**config.mk**
```make
export PLATFORM = sky130hd
export DESIGN_NAME = wb_arbiter
export DESIGN_NICKNAME = d
export VERILOG_FILES = /design/src/rtl/wb_pkg.sv /design/src/rtl/wb_rr_pick.sv /design/src/rtl/wb_arbiter.sv
export SDC_FILE = /design/constraint.sdc
export NUM_CORES = 1
export LEC_CHECK = 0
export CAP_MARGIN = 30
export CELL_PAD_IN_SITES_DETAIL_PLACEMENT = 0
export CELL_PAD_IN_SITES_GLOBAL_PLACEMENT = 2
export CORE_AREA = 2 2 167 169
export CTS_BUF_LIST = sky130_fd_sc_hd__clkbuf_4 sky130_fd_sc_hd__clkbuf_8
export CTS_CLUSTER_SIZE = 8
export DETAILED_ROUTE_END_ITERATION = 7
export DIE_AREA = 0 0 169 171
export PLACE_DENSITY = 0.84
export SLEW_MARGIN = 20
export SYNTH_ARGS = -nofsm -noshare
export SYNTH_HDL_FRONTEND = slang
export SYNTH_SLANG_ARGS = --single-unit
```
**constraint.sdc**
```tcl
create_clock -name clk_i -period 4 [get_ports clk_i]
set_input_delay 0.4 -clock clk_i [delete_from_list [all_inputs] [get_ports clk_i]]
set_output_delay 0.4 -clock clk_i [all_outputs]
set_load 0.02 [all_outputs]
```
**src/rtl/wb_pkg.sv**
```systemverilog
// Shared Wishbone arbiter types and fixed bus widths.
package wb_pkg;

  localparam int unsigned DW   = 32;
  localparam int unsigned SELW = 4;

  typedef enum logic [0:0] {
    ARB_IDLE,
    ARB_BUSY
  } arb_state_t;

endpackage

```
**src/rtl/wb_rr_pick.sv**
```systemverilog
// Combinational round-robin picker: first requester at or after ptr_i, wrapping to 0.
module wb_rr_pick #(
  parameter int unsigned MASTERS = 4,
  parameter int unsigned MW      = $clog2(MASTERS)
) (
  input  logic [MASTERS-1:0] req_i,
  input  logic [MW-1:0]      ptr_i,
  output logic [MASTERS-1:0] win_o,
  output logic [MW-1:0]      idx_o
);

  logic [MASTERS-1:0] at_or_above;
  logic [MASTERS-1:0] cand;

  // Prefer requesters at or above the pointer; otherwise wrap and take the lowest.
  always_comb begin
    at_or_above = '0;
    for (int unsigned i = 0; i < MASTERS; i++) begin
      at_or_above[i] = (32'(ptr_i) <= i);
    end
    cand  = (|(req_i & at_or_above)) ? (req_i & at_or_above) : req_i;
    // Isolate the lowest set bit of the candidate vector.
    win_o = cand & ~(cand - MASTERS'(1));
  end

  // Encode the one-hot winner; scanning downward leaves the lowest index.
  always_comb begin
    idx_o = '0;
    for (int i = int'(MASTERS) - 1; i >= 0; i--) begin
      if (cand[i]) begin
        idx_o = MW'(i);
      end
    end
  end

endmodule

```
**src/rtl/wb_arbiter.sv**
```systemverilog
// Round-robin Wishbone arbiter: grant held for a whole cyc, bus mux and ack/err demux.
// Optional stall timeout enabled by defining WB_ARB_TIMEOUT_EN.
module wb_arbiter
  import wb_pkg::*;
#(
  parameter int unsigned MASTERS = 4,
  parameter int unsigned AW      = 32,
  parameter int unsigned TO_CYC  = 255,
  parameter int unsigned MW      = $clog2(MASTERS)
) (
  input  logic                    clk_i,
  input  logic                    rst_ni,
  input  logic [MASTERS-1:0]      m_cyc_i,
  input  logic [MASTERS-1:0]      m_stb_i,
  input  logic [MASTERS-1:0]      m_we_i,
  input  logic [MASTERS*SELW-1:0] m_sel_i,
  input  logic [MASTERS*AW-1:0]   m_adr_i,
  input  logic [MASTERS*DW-1:0]   m_dat_i,
  output logic [MASTERS-1:0]      m_ack_o,
  output logic [MASTERS-1:0]      m_err_o,
  output logic [DW-1:0]           m_dat_o,
  output logic                    s_cyc_o,
  output logic                    s_stb_o,
  output logic                    s_we_o,
  output logic [SELW-1:0]         s_sel_o,
  output logic [AW-1:0]           s_adr_o,
  output logic [DW-1:0]           s_dat_o,
  input  logic                    s_ack_i,
  input  logic [DW-1:0]           s_dat_i,
  output logic [MW-1:0]           gnt_o
);

  if (MASTERS < 2) begin : g_bad_masters
    $error("wb_arbiter: MASTERS must be >= 2");
  end
  if (TO_CYC < 1) begin : g_bad_to_cyc
    $error("wb_arbiter: TO_CYC must be >= 1");
  end

  arb_state_t         state_q, state_d;
  logic [MW-1:0]      gnt_q, gnt_d;
  logic [MW-1:0]      ptr_q, ptr_d;
  logic [MASTERS-1:0] pick_win;
  logic [MW-1:0]      pick_idx;
  logic               busy;
  logic               gnt_cyc;
  int unsigned        gnt_idx;

  assign busy    = (state_q == ARB_BUSY);
  assign gnt_cyc = m_cyc_i[gnt_q];
  assign gnt_idx = 32'(gnt_q);
  assign gnt_o   = gnt_q;

  wb_rr_pick #(
    .MASTERS (MASTERS),
    .MW      (MW)
  ) u_pick (
    .req_i (m_cyc_i),
    .ptr_i (ptr_q),
    .win_o (pick_win),
    .idx_o (pick_idx)
  );

`ifdef WB_ARB_TIMEOUT_EN
  localparam int unsigned ToBits = $clog2(TO_CYC + 1);
  localparam int unsigned ToW    = (ToBits < 8) ? 8 : ((ToBits > 16) ? 16 : ToBits);

  logic [ToW-1:0] cnt_q, cnt_d;
  logic           to_err;

  // Count unacknowledged strobe cycles; the expiring cycle raises err unless ack lands.
  always_comb begin
    cnt_d  = '0;
    to_err = 1'b0;
    if (busy && s_stb_o && !s_ack_i) begin
      if (cnt_q == ToW'(TO_CYC - 1)) begin
        to_err = 1'b1;
      end else begin
        cnt_d = cnt_q + ToW'(1);
      end
    end
  end
`endif

  // Grant FSM next state: arbitrate in IDLE, hold until the granted master drops cyc.
  always_comb begin
    state_d = state_q;
    gnt_d   = gnt_q;
    ptr_d   = ptr_q;
    unique case (state_q)
      ARB_IDLE: begin
        if (|pick_win) begin
          gnt_d   = pick_idx;
          state_d = ARB_BUSY;
        end
      end
      ARB_BUSY: begin
        if (!gnt_cyc) begin
          ptr_d   = (gnt_q == MW'(MASTERS - 1)) ? '0 : gnt_q + MW'(1);
          state_d = ARB_IDLE;
        end
      end
      default: state_d = ARB_IDLE;
    endcase
  end

  // State, grant and pointer registers; reset drops any cycle in flight at once.
  always_ff @(posedge clk_i or negedge rst_ni) begin
    if (!rst_ni) begin
      state_q <= ARB_IDLE;
      gnt_q   <= '0;
      ptr_q   <= '0;
`ifdef WB_ARB_TIMEOUT_EN
      cnt_q   <= '0;
`endif
    end else begin
      state_q <= state_d;
      gnt_q   <= gnt_d;
      ptr_q   <= ptr_d;
`ifdef WB_ARB_TIMEOUT_EN
      cnt_q   <= cnt_d;
`endif
    end
  end

  // Bus mux from the granted master and ack/err/data return to it alone.
  always_comb begin
    s_cyc_o = 1'b0;
    s_stb_o = 1'b0;
    s_we_o  = 1'b0;
    s_sel_o = '0;
    s_adr_o = '0;
    s_dat_o = '0;
    m_ack_o = '0;
    m_err_o = '0;
    m_dat_o = '0;
    if (busy) begin
      s_cyc_o          = gnt_cyc;
      s_stb_o          = gnt_cyc & m_stb_i[gnt_q];
      s_we_o           = m_we_i[gnt_q];
      s_sel_o          = m_sel_i[gnt_idx*SELW +: SELW];
      s_adr_o          = m_adr_i[gnt_idx*AW +: AW];
      s_dat_o          = m_dat_i[gnt_idx*DW +: DW];
      m_ack_o[gnt_q]   = s_ack_i;
      m_dat_o          = s_dat_i;
`ifdef WB_ARB_TIMEOUT_EN
      m_err_o[gnt_q]   = to_err;
`endif
    end
  end

endmodule

```
Word level (Yosys, flattened, before mapping) --
Index checks and enable logic that the tools add are counted.
Operators by class: $add $sub $neg 2, magnitude comparators 5, equality and inequality tests 1, shifts and indexed selects 3, multiplexer cells 25, bitwise logic cells 7, reduce and logical (&&, ||, !) cells 5
Operators by type and width (count):
- variable part select 128 x 8 -> 32 bit | 2
- two-way mux 32 bit | 3
- variable part select 16 x 5 -> 4 bit | 1
- AND 4 bit | 3
- two-way mux 4 bit | 3
- two-way mux 2 bit | 5
- two-way mux 1 bit | 9
- OR reduction 4 bit | 2
- binary-select mux 1 bit (select 2 bit) | 3
- less-or-equal comparator 2 x 1 -> 1 bit, second input constant | 2
- NOT 4 bit | 1
- AND reduction 2 bit | 2
- subtractor 4 x 1 -> 4 bit, second input constant | 1
- less-than comparator 2 x 3 -> 1 bit, second input constant | 1
- adder 2 x 1 -> 2 bit, second input constant | 1
- demux 1 bit (select 2 bit) | 1
- == test 2 bit, second input constant | 1
- greater-or-equal comparator 2 x 1 -> 1 bit, second input constant | 1
- less-or-equal comparator 2 bit, second input constant | 1
- NOT 1 bit | 2
- one-hot mux 1 bit (2 select lines) | 1
- AND 1 bit | 1
- logical AND 1 bit | 1
Storage, ports and cells: bits in registers 5, bits of input ports 319, word-level logic and storage cells 51

Logic depth before layout (Yosys ltp) --
word-level depth 10, depth in mapped cells 5, mapped depth without buffers 3

Modules after synthesis --
From an unflattened synthesis, not the netlist that was laid out.
Second synthesis, totals: cell total of the unflattened synthesis 266, area total of the unflattened synthesis 3012.9 µm²
Modules (own cells, without submodules):
- wb_arbiter | instances 1, cells each 236, area each 2825.2 µm²
- wb_rr_pick | instances 1, cells each 30, area each 187.7 µm²

Worst setup path after synthesis --
OpenSTA, ideal clock, no wires.
path type register to output, start reg gnt_q[0] (netlist: gnt_o[0]), end out s_adr_o[0], arrival 1.624 ns, required time 3.600 ns, path slack 1.976 ns, stages on the path, launching flop included 6, buffers on the path 3, cells stage by stage dfrtp_1 buf_6 buf_12 buf_12 mux4_2 and2_1
On the way: cells in the longest elaborated chain, start to end 2
RTL lines:
- from (decl) | RTL line wb_arbiter.sv:41 | logic [MW-1:0] gnt_q, gnt_d;
- from (signal assigned) | RTL line wb_arbiter.sv:118 | gnt_q <= gnt_d;
- variable part select 128 x 8 -> 32 bit | RTL line wb_arbiter.sv:142 | s_adr_o = m_adr_i[gnt_idx*AW +: AW];
- two-way mux 32 bit | RTL line wb_arbiter.sv:137 | if (busy) begin
- to (decl) | RTL line wb_arbiter.sv:26 | output logic [AW-1:0] s_adr_o,
No other way between the ends.

Final worst setup path --
start reg gnt_q[0] (netlist: gnt_o[0]), end out s_dat_o[15]
On the way: cells in the longest elaborated chain, start to end 2
RTL lines:
- variable part select 128 x 8 -> 32 bit | RTL line wb_arbiter.sv:143 | s_dat_o = m_dat_i[gnt_idx*DW +: DW];
- two-way mux 32 bit | RTL line wb_arbiter.sv:137
- to (decl) | RTL line wb_arbiter.sv:27 | output logic [DW-1:0] s_dat_o,
No other way between the ends.

==> out/qor.csv <==
stage,metric,value,unit
run_status,status,completed,
layout,stdcell_count,1000,
sta,fin_tns_setup,0,ns
critical_path,cpPeakStageDelay,0.86,ns
global_route,track_usage,11.0,%
critical_path,worstPathCellList,buf_12 > mux4_2 > and2_1 > clkdlybuf4s50_1,
logic_synthesis,netlist_area,2850,um^2
pwr,switching_power,0.00180,W
sta,fin_crit,3.24,ns
logic_synthesis,synth_area_per_cell,11.5,um^2
global_route,grt_pass1_vias,3832,
placed_design,dpl.hpwl,15200,um
clock_network,postCtsSetupRepairBufs,0,
critical_path,arrival,2.84,ns
global_route,grt_overflow_total,0,
placed_design,dpl-instance-area,7420,um^2
sta,rsz0062_at_grt,no,
logic_synthesis,ys_ff_latch,5,
pwr,p_int,0.00224,W
critical_path,crit_path_max_fanout,38,
sta,max_slew_margin,46.8,%
sta,tightest_slew,0.798,ns
logic_synthesis,ys_warn_count,0,
pwr,power_frac_comb,89.6,%
sta,max_freq,308,MHz
logic_synthesis,yosysSeqAreaShare,4.39,%
logic_synthesis,ys.flop_type,dfrtp_1,
logic_synthesis,yosysUniqueCellTypes,31,
layout,n_fill_cell,2846,
pwr,switching_share,44.6,%
pwr,clkPwrFrac,2.5,%
pwr,power_density,541,nW/um^2
die,die_height,171,um
global_route,antenna_found_initial,0,
critical_path,worstSetupEndpointType,output port,
placed_design,dp.cells,996,
clock_network,cts_sinks,5,
die,core,27300,um^2
sta,maxSlewViolCount,0,
route,vias_per_cell,3.80,
sta,hold_viol,0,
pwr,ir_worst_vdd,0.000428,V
logic_synthesis,yosysMostFrequentCell,and2_1,
layout,area_delta_synth_final,162,%
clock_network,insertion_delay,0.23,ns
logic_synthesis,synth_top_cell_by_area,mux4_2,
sta,fin_crit_sh,81.1,%
layout,drive_above_1_share,12.8,%
die,start_util,10.4,%
clock_network,clock_path_buffers,2,
die,io_pins,432,
layout,final_cell_area,7470,um^2
route,drc,0,
critical_path,start_kind,register,
route,drt_wl_total,17800,um
logic_synthesis,async_flop_share,100,%
pwr,total_power,0.00404,W
run,drv_cap,0,
placed_design,place.gp.congestion,0.782,
route,route.vias.total,3797,
global_route,grt_max_degree,60,
clock_network,cts_tree,done,
clock_network,cts_resized,0,
die,die_w,169,um
logic_synthesis,syn_inst,249,
critical_path,r2r_slack,2.04,ns
route,drt_first_pass_iters,4,
layout,diodes,0,
route,drtIter0Drc,120,
global_route,grt_pass1_wl,24200,um
clock_network,clkSlewWorstSetupHoldPaths,0.04,ns
route,wl_per_cell,17.8,um
placed_design,portBuffers,427,
clock_network,numCtsBuffers,3,
critical_path,cpMaxStageDelayCell,dfrtp_4,
logic_synthesis,synth_edf_count,0,
sta,fin_skew,0.00160,ns
sta,hold_slack,0.397,ns
die,rows,61,
critical_path,path_class,reg -> out,
pwr,p_leak,2.63,nW
die,dieArea,28900,um^2
route,ant_nets,0,
hold_path,hp-class,in -> async,
sta,setup_viol,0,
layout,nets,978,
clock_network,hold_buffers,0,
logic_synthesis,yosysTopAreaCellShare,55.3,%
clock_network,clockRootBuffer,clkbuf_8,
pwr,pwr-share-seq,7.9,%
logic_synthesis,synth_common_cells,"and2_1, mux4_2, clkbuf_1",
clock_network,cts_max_level,1,
critical_path,cp.required,3.60,ns
logic_synthesis,yosys-top-cells-area,"mux4_2, and2_1, dfrtp_1",
==> registers in the layout, summed over array words and instances, names as in the netlist <==
signal / count
busy: 1
gnt_o: 2
ptr_q: 2
==> routing by layer <==
metal	part of all wire, %	track usage, %
met5	0	0
met2	51	19.6
met4	1.3	1.82
met3	7.1	1.92
met1	40	14.0
==> critical path: cells and delay by family, from the launching register on <==
kind	cells	cell delay, ns
buffers and inverters	2	0.89
DFF	1	0.86
muxes	1	0.60
and+or+nand+nor	1	0.19
==> area by class of cell <==
cell class	count	area [um^2]	share of cell area, %
clock buffers	4	48.8	0.654
inverters	4	15.0	0.201
multi-input cells	210	2490	33.4
flip-flops and latches	5	134	1.79
well taps	346	433	5.80
repair buffers	431	4340	58.2
==> power groups by stage <==
stage          Sequential, W  Combinational [W]  Clock [W]
4_1_cts             0.000338            0.00366   0.000103
3_5_place_dp        0.000340            0.00365          0
5_1_grt             0.000356            0.00381   0.000108
3_3_place_gp        0.000340            0.00364          0
6_report            0.000319            0.00361   0.000103
2_1_floorplan       0.000110            0.00227          0
==> cell usage in the layout (no fill, tap or decap) <==
master and count:
clkdlybuf4s50_1 427, and2_1 102, mux4_2 70, nor2_1 5
and3_1 4, inv_1 4, ha_1 4, conb_1 4
clkbuf_8 3, buf_12 3, mux2i_1 2, nand2_1 2
o21ai_0 2, mux2_1 2, dfrtp_4 2, dfrtp_1 2
mux2_2 1, o2111a_1 1, o211a_1 1, nand2b_1 1
o2bb2ai_2 1, or4_1 1, a21boi_0 1, nor2b_1 1
o22ai_1 1, a22oi_1 1, or2_2 1, a21oi_1 1
a41o_1 1, dfrtp_2 1, clkbuf_4 1, buf_4 1
==> logic make-up after synthesis <==
| group | count (synthesis) | synth area share [%] |
|---|---|---|
| DFF | 5 | 4.39 |
| other | 1 | 0.131 |
| adders and majority gates | 4 | 1.75 |
| buffers and inverters | 37 | 8.60 |
| and+or+nand+nor | 117 | 25.1 |
| muxes | 75 | 57.1 |
| AOI/OAI and AO/OA | 10 | 2.89 |
==> per-stage QoR <==
step | util (%) | setup slack (ns)
2_1_floorplan | - | 1.98
3_3_place_gp | 27.1 | 0.976
3_5_place_dp | 27.1 | 0.974
4_1_cts | 27.3 | 0.731
5_1_grt | 27.3 | 0.616
6_report | 27.3 | 0.757
==> worst paths after layout <==
kind	from	endpoint	cells after the start
worst min register to register	ptr_q[0]	ptr_q[0]	1
worst max-delay path	gnt_o[0]	s_dat_o[15]	4
worst min-delay path	rst_ni	gnt_o[1]	1
max in group asynchronous	rst_ni	gnt_o[0]	1
min in group clk_i	ptr_q[0]	ptr_q[0]	1
worst max register to register	busy	ptr_q[1]	4
Note: power is estimated with default switching activity, not from simulation.
